### src/rtl/pipe_hazard_ctrl.sv
// pipe_hazard_ctrl: tracks post-decode stages and drives stall, bubble and bypass selects.
// Define PIPE_BYPASS_EN to enable bypassing; otherwise any RAW match stalls until it retires.
module pipe_hazard_ctrl #(
   parameter  int STAGES   = 3,
   parameter  int REG_W    = 5,
   parameter  int LOAD_LAT = 1,
   localparam int SEL_W    = $clog2(STAGES + 1)
) (
   input  logic              clock,
   input  logic              reset,
   input  logic              id_valid,
   input  logic [REG_W-1:0]  id_rs,
   input  logic [REG_W-1:0]  id_rt,
   input  logic              id_rs_used,
   input  logic              id_rt_used,
   input  logic [REG_W-1:0]  id_rd,
   input  logic              id_we,
   input  logic              id_load,
   input  logic              flush,
   input  logic              ext_stall,
   output logic              stall,
   output logic              bubble,
   output logic [SEL_W-1:0]  fwd_a_sel,
   output logic [SEL_W-1:0]  fwd_b_sel,
   output logic [STAGES-1:0] stage_valid,
   output logic [31:0]       stall_cycles
);

   logic [STAGES-1:0]            valid_q, valid_d;
   logic [STAGES-1:0]            we_q, we_d;
   logic [STAGES-1:0]            load_q, load_d;
   logic [STAGES-1:0][REG_W-1:0] rd_q, rd_d;
   logic [31:0]                  stall_cycles_q, stall_cycles_d;

   logic [STAGES-1:0] match_a, match_b;
   logic [SEL_W-1:0]  sel_a, sel_b;
   logic              hazard, live_haz, advance, accept;

   always_comb begin
      match_a = '0;
      match_b = '0;
      for (int k = 0; k < STAGES; k++) begin
         match_a[k] = id_rs_used && (id_rs != '0) && valid_q[k] && we_q[k] && (rd_q[k] == id_rs);
         match_b[k] = id_rt_used && (id_rt != '0) && valid_q[k] && we_q[k] && (rd_q[k] == id_rt);
      end
   end

`ifdef PIPE_BYPASS_EN
   logic haz_a, haz_b;

   // Walk from the oldest stage down so the youngest (lowest-index) match wins.
   always_comb begin
      sel_a = '0;
      sel_b = '0;
      haz_a = 1'b0;
      haz_b = 1'b0;
      for (int k = STAGES - 1; k >= 0; k--) begin
         if (match_a[k]) begin
            sel_a = SEL_W'(k + 1);
            haz_a = load_q[k] && (k < LOAD_LAT);
         end
         if (match_b[k]) begin
            sel_b = SEL_W'(k + 1);
            haz_b = load_q[k] && (k < LOAD_LAT);
         end
      end
      hazard = id_valid && (haz_a || haz_b);
   end
`else
   logic unused_bypass_cfg;
   assign unused_bypass_cfg = ^{load_q, (LOAD_LAT > 0)};

   always_comb begin
      sel_a  = '0;
      sel_b  = '0;
      hazard = id_valid && ((|match_a) || (|match_b));
   end
`endif

   always_comb begin
      live_haz    = reset && hazard;
      stall       = reset && (live_haz || ext_stall) && !flush;
      bubble      = flush || (live_haz && !ext_stall);
      fwd_a_sel   = reset ? sel_a : '0;
      fwd_b_sel   = reset ? sel_b : '0;
      stage_valid = reset ? valid_q : '0;
      stall_cycles = stall_cycles_q;

      // A flush overrides ext_stall so the wrong-path instruction cannot linger in decode.
      advance = !ext_stall || flush;
      accept  = id_valid && !bubble;

      valid_d = valid_q;
      we_d    = we_q;
      load_d  = load_q;
      rd_d    = rd_q;
      if (advance) begin
         valid_d = {valid_q[STAGES-2:0], accept};
         we_d    = {we_q[STAGES-2:0], accept && id_we};
         load_d  = {load_q[STAGES-2:0], accept && id_load};
         rd_d    = {rd_q[STAGES-2:0], (accept ? id_rd : {REG_W{1'b0}})};
      end

      stall_cycles_d = stall_cycles_q;
      if (live_haz && !flush && !ext_stall) begin
         stall_cycles_d = stall_cycles_q + 32'd1;
      end
   end

   always_ff @(negedge clock) begin
      if (!reset) begin
         valid_q        <= '0;
         we_q           <= '0;
         load_q         <= '0;
         rd_q           <= '0;
         stall_cycles_q <= '0;
      end else begin
         valid_q        <= valid_d;
         we_q           <= we_d;
         load_q         <= load_d;
         rd_q           <= rd_d;
         stall_cycles_q <= stall_cycles_d;
      end
   end

endmodule

### config.mk
export PLATFORM = sky130hd
export DESIGN_NAME = pipe_hazard_ctrl
export DESIGN_NICKNAME = d
export VERILOG_FILES = /design/src/rtl/pipe_hazard_ctrl.sv
export SDC_FILE = /design/constraint.sdc
export NUM_CORES = 1
export LEC_CHECK = 0
export BUFFER_PORTS_ARGS = -buffer_cell sky130_fd_sc_hd__clkbuf_2
export CORE_UTILIZATION = 48
export DETAILED_ROUTE_END_ITERATION = 8
export PLACE_DENSITY = 0.75
export RECOVER_POWER = 100
export REMOVE_ABC_BUFFERS = 1
export SYNTH_ARGS = -nofsm -noshare
export SYNTH_HDL_FRONTEND = slang
export SYNTH_SLANG_ARGS = --single-unit
### constraint.sdc
create_clock -name clock -period 2 [get_ports clock]
set_input_delay 0.1 -clock clock [delete_from_list [all_inputs] [get_ports clock]]
set_output_delay 0.1 -clock clock [all_outputs]
set_load 0.03 [all_outputs]
======== Yosys cells after proc, flatten, opt, wreduce, memory -nomap -nowiden ========
Index checks and enable logic that the tools add are counted.
word-level totals
  input port bits ......................... 24
  word-level logic and storage cells ...... 55
  bits in registers ....................... 53
  output and inout bits ................... 41
cells by class
  add/subtract/negate cells ............... 1
  equal/unequal tests ..................... 6
  mux-type cells .......................... 2
  reduce and logical (&&, ||, !) cells .... 40
operator list
  kind                                                             count
  32-bit by 1-bit adder with 32-bit output, second input constant  1
  5-bit equality test                                              6
  1-bit logical AND                                                29
  5-bit nonzero test                                               2
  3-bit OR reduction                                               2
  5-bit 2-to-1 mux                                                 1
  1-bit logical OR                                                 4
  1-bit logical NOT                                                3
  3-bit 2-to-1 mux                                                 1

======== Logic depth before layout (Yosys ltp) ========
  word-level depth ........................ 14
  mapped depth ............................ 11
  gate-level depth less buffers ........... 7

==> run metrics <==
status=finished, violations left; violations in the final reports=negative setup slack; crit start category=register; overall track demand over capacity in global routing=31.6%; clock input transition at the sequential cells of the worst setup and hold paths=70 ps; Post-DP HPWL=5.36 mm; fraction of synthesized cell area taken by the top area cell type=38.8%; Setup crit end kind=output pin; post-detailed-route DRC marker count=0; delay of the slowest critical-path stage=340 ps; clk_skew=58.2 ps; reported net switching power=0.934 mW; pin count of the biggest net entering global routing=36; number of max-slew violations in the final report=0; latest clock arrival within the worst-skew pair=430 ps; Final GP Congestion=0.906; VDD IR max=0.438 mV; setup slack, reg-to-reg=-380 ps; number of standard-cell rows in the floorplan=27; Maximum Capacitance Violations=0; switching part of the total=37.6%; effective utilization at floorplan=49.6%; htree depth=2; sequential cell fraction of total power=42.4%; number of antenna violations at the first check in global routing=0; number of vias after detailed routing=3,575; HP Class=reg -> reg; first-pass GRT wire length=15.1 mm; HP Start=rd_q[13]$_SDFFE_NN0P_; Lkg Pwr=2.13 nW; Endpoint, Worst Hold=rd_q[13]$_SDFFE_NN0P_; CP Buf/Inv Count=2; CTS tree=built; standard cell with the maximum stage delay on the critical path=dfxtp_2; worst slack, placed=-1170 ps; flip-flop and latch count after synthesis=53; total number of nets in the final design=543; setup repair after global routing missed its margin=yes; hold_buf cts=0; total clock buffers created by CTS=5; Root Buffer Master=clkbuf_8; TritonCTS sink count=53; die outline area=6000 sq um; EDFF count, synth=0; Netlist Area Pre-Place=2730 sq um; number of global-route vias before repair=3,355; detailed-route vias per instance=6.05; part of the power in the clock network=48.8%; cell type contributing the most total cell area after synthesis=dfxtp_1; FF-to-FF Start=stall_cycles[6]$_SDFFE_NN0P_; critical register-to-register path endpoint=stall_cycles[23]$_SDFFE_NN0P_; number of buffers between clock root and the deepest sink=2; final std cells w/o fill=591; cell-by-cell trace of the critical path=xnor2_1 -> nand4_1 -> nor3_2 -> buf_4 -> o31ai_1 -> a21o_1 -> o21bai_1 -> buf_4; die outline height=77.5 microns; Final Hold Violating Endpoints=0; critical path arrival=3050 ps; I/O Pins=65; critical path's top delay family=compound AO/OA/AOI/OAI gates; most numerous cell on the critical path=buf_4; minimum setup slack in the final design=-1150 ps; power per unit of standard cell area=521 nW/um^2; first-pass detailed-route iteration total=5; Synth Area per Inst=8.46 sq um; number of port buffers=59; primary flip-flop cell chosen by synthesis mapping=dfxtp_1; final hold slack=469 ps; Std-Cell Core Area=5510 sq um; number of warnings issued by yosys=0; Max Fanout on Critical Path=3; WS Path Type=reg -> out; Internal Pwr Total=1.55 mW; mean routed wirelength per cell=19.2 microns; Hold Path Depth=2; post-synthesis async set-or-reset flop share=0%; sequential element share of the synthesized area=38.8%; share of cells above drive strength 1=47.2%; number of setup violations in the final report=56; drt first-iter violations=307; data required time at the worst endpoint=1900 ps; number of cells on the worst reg-to-reg path=7; routed wire length=11.4 mm; part of the power in combinational logic=8.8%; Area contributors post-synth=dfxtp_1, xnor2_1, nand2_1; Inserted Diodes=0; die boundary width=77.5 microns; total gr overflow=0; number of distinct library cells after synthesis=44; Placed Instances=497; Final Total Pwr=2.49 mW; Area growth syn-to-layout=74.6%; instance count of the mapped netlist=323; Detail Route Antenna Nets=0
[cells in the final DEF (no fill, tap or decap), types with 11 or more instances in the layout]
| master | n |
|---|---|
| clkbuf_2 | 18 |
| o31ai_1 | 11 |
| dfxtp_4 | 14 |
| a21oi_1 | 24 |
| inv_1 | 60 |
| o21ai_0 | 11 |
| xnor2_1 | 18 |
| buf_8 | 28 |
| nand2_1 | 43 |
| buf_6 | 19 |
| buf_4 | 76 |
| dfxtp_2 | 31 |
[area by class of cell]
| class | count | area (sq um) |
|---|---|---|
| multi-input combinational | 247 | 1800 |
| timing repair buffer | 150 | 1400 |
| sequential | 53 | 1150 |
| fill | 254 | 733 |
| clock inverter | 56 | 228 |
| tap | 72 | 90.1 |
| clock buffer | 5 | 68.8 |
| inverter | 8 | 30.0 |
[how the worst max path moves through the flow]
stage / to / slack [ps] / cells after the start / startpoint
after global placement: stall_cycles[20]$_SDFFE_NN0P_ / -1130 / 9 / id_rt[1]
final: bubble / -1150 / 8 / rd_q[11]$_SDFFE_NN0P_
after CTS: bubble / -1040 / 8 / rd_q[13]$_SDFFE_NN0P_
after detailed placement: stall_cycles[6]$_SDFFE_NN0P_ / -1170 / 10 / id_rt[1]
after global routing: bubble / -1290 / 8 / rd_q[11]$_SDFFE_NN0P_
after floorplan: stall / -920 / 6 / rd_q[5]$_SDFFE_NN0P_
[layer usage]
metal | share of wire, % | global-route usage [%]
met1 | 37 | 35.2
met2 | 50 | 56.0
met3 | 7.9 | 9.18
met4 | 5.0 | 13.0
met5 | 0 | 0
[cell usage after synthesis (10+ instances only)]
| library cell | number |
|---|---|
| o21ai_0 | 12 |
| xor2_1 | 11 |
| nor2_1 | 11 |
| nand2_1 | 43 |
| dfxtp_1 | 53 |
| a21oi_1 | 28 |
| xnor2_1 | 26 |
| nand4_1 | 10 |
| o31ai_1 | 12 |
[sequential cells by signal, summed over array words and instances, names as in the netlist]
signal        cells
we_q              3
rd_q             15
valid_q           3
stall_cycles     32
[kinds of logic after synthesis]
family	synth area share, %
multiplexers	1.46
other	0.137
AO/OA/AOI/OAI	19.2
adder cells (fa/ha/maj)	0.458
AND/OR/NAND/NOR	22.7
buffers and inverters	5.31
flip-flops	38.8
XOR/XNOR	11.9
[worst register-to-register path: stages (launching register included)]
cell and delay (ps):
dfxtp_2 340, and3_1 210, and2_1 190, and3_1 220
and3_1 300, nand4_1 330, or4_1 510, a21oi_1 180
[power groups by stage]
stage	clock [mW]	combinational [mW]	sequential (mW)
after CTS	1.12	0.193	1.06
after global placement	0.164	0.176	1.09
after floorplan	0.164	0.0788	1.09
after detailed placement	0.164	0.178	1.09
after global routing	1.34	0.231	1.05
final	1.21	0.220	1.05
[stage by stage]
step	utilization (%)	instance area, sq um	setup TNS, ps
finish	86.7	4770	-29370
global route	86.7	4770	-33320
CTS	80.9	4460	-28800
detailed placement	63.0	3470	-43340
global placement	63.0	3470	-42070
floorplan	-	2630	-27850
[repair_timing]
item | CTS | global route
resized for setup | 157 | 85
pin swaps | 15 | 16
buffers inserted | 21 | 14
cloned | 1 | 0
hold endpoints to repair | 0 | 0
setup endpoints to repair | 78 | 76
No activity file was read; power rests on OpenSTA's default activity.
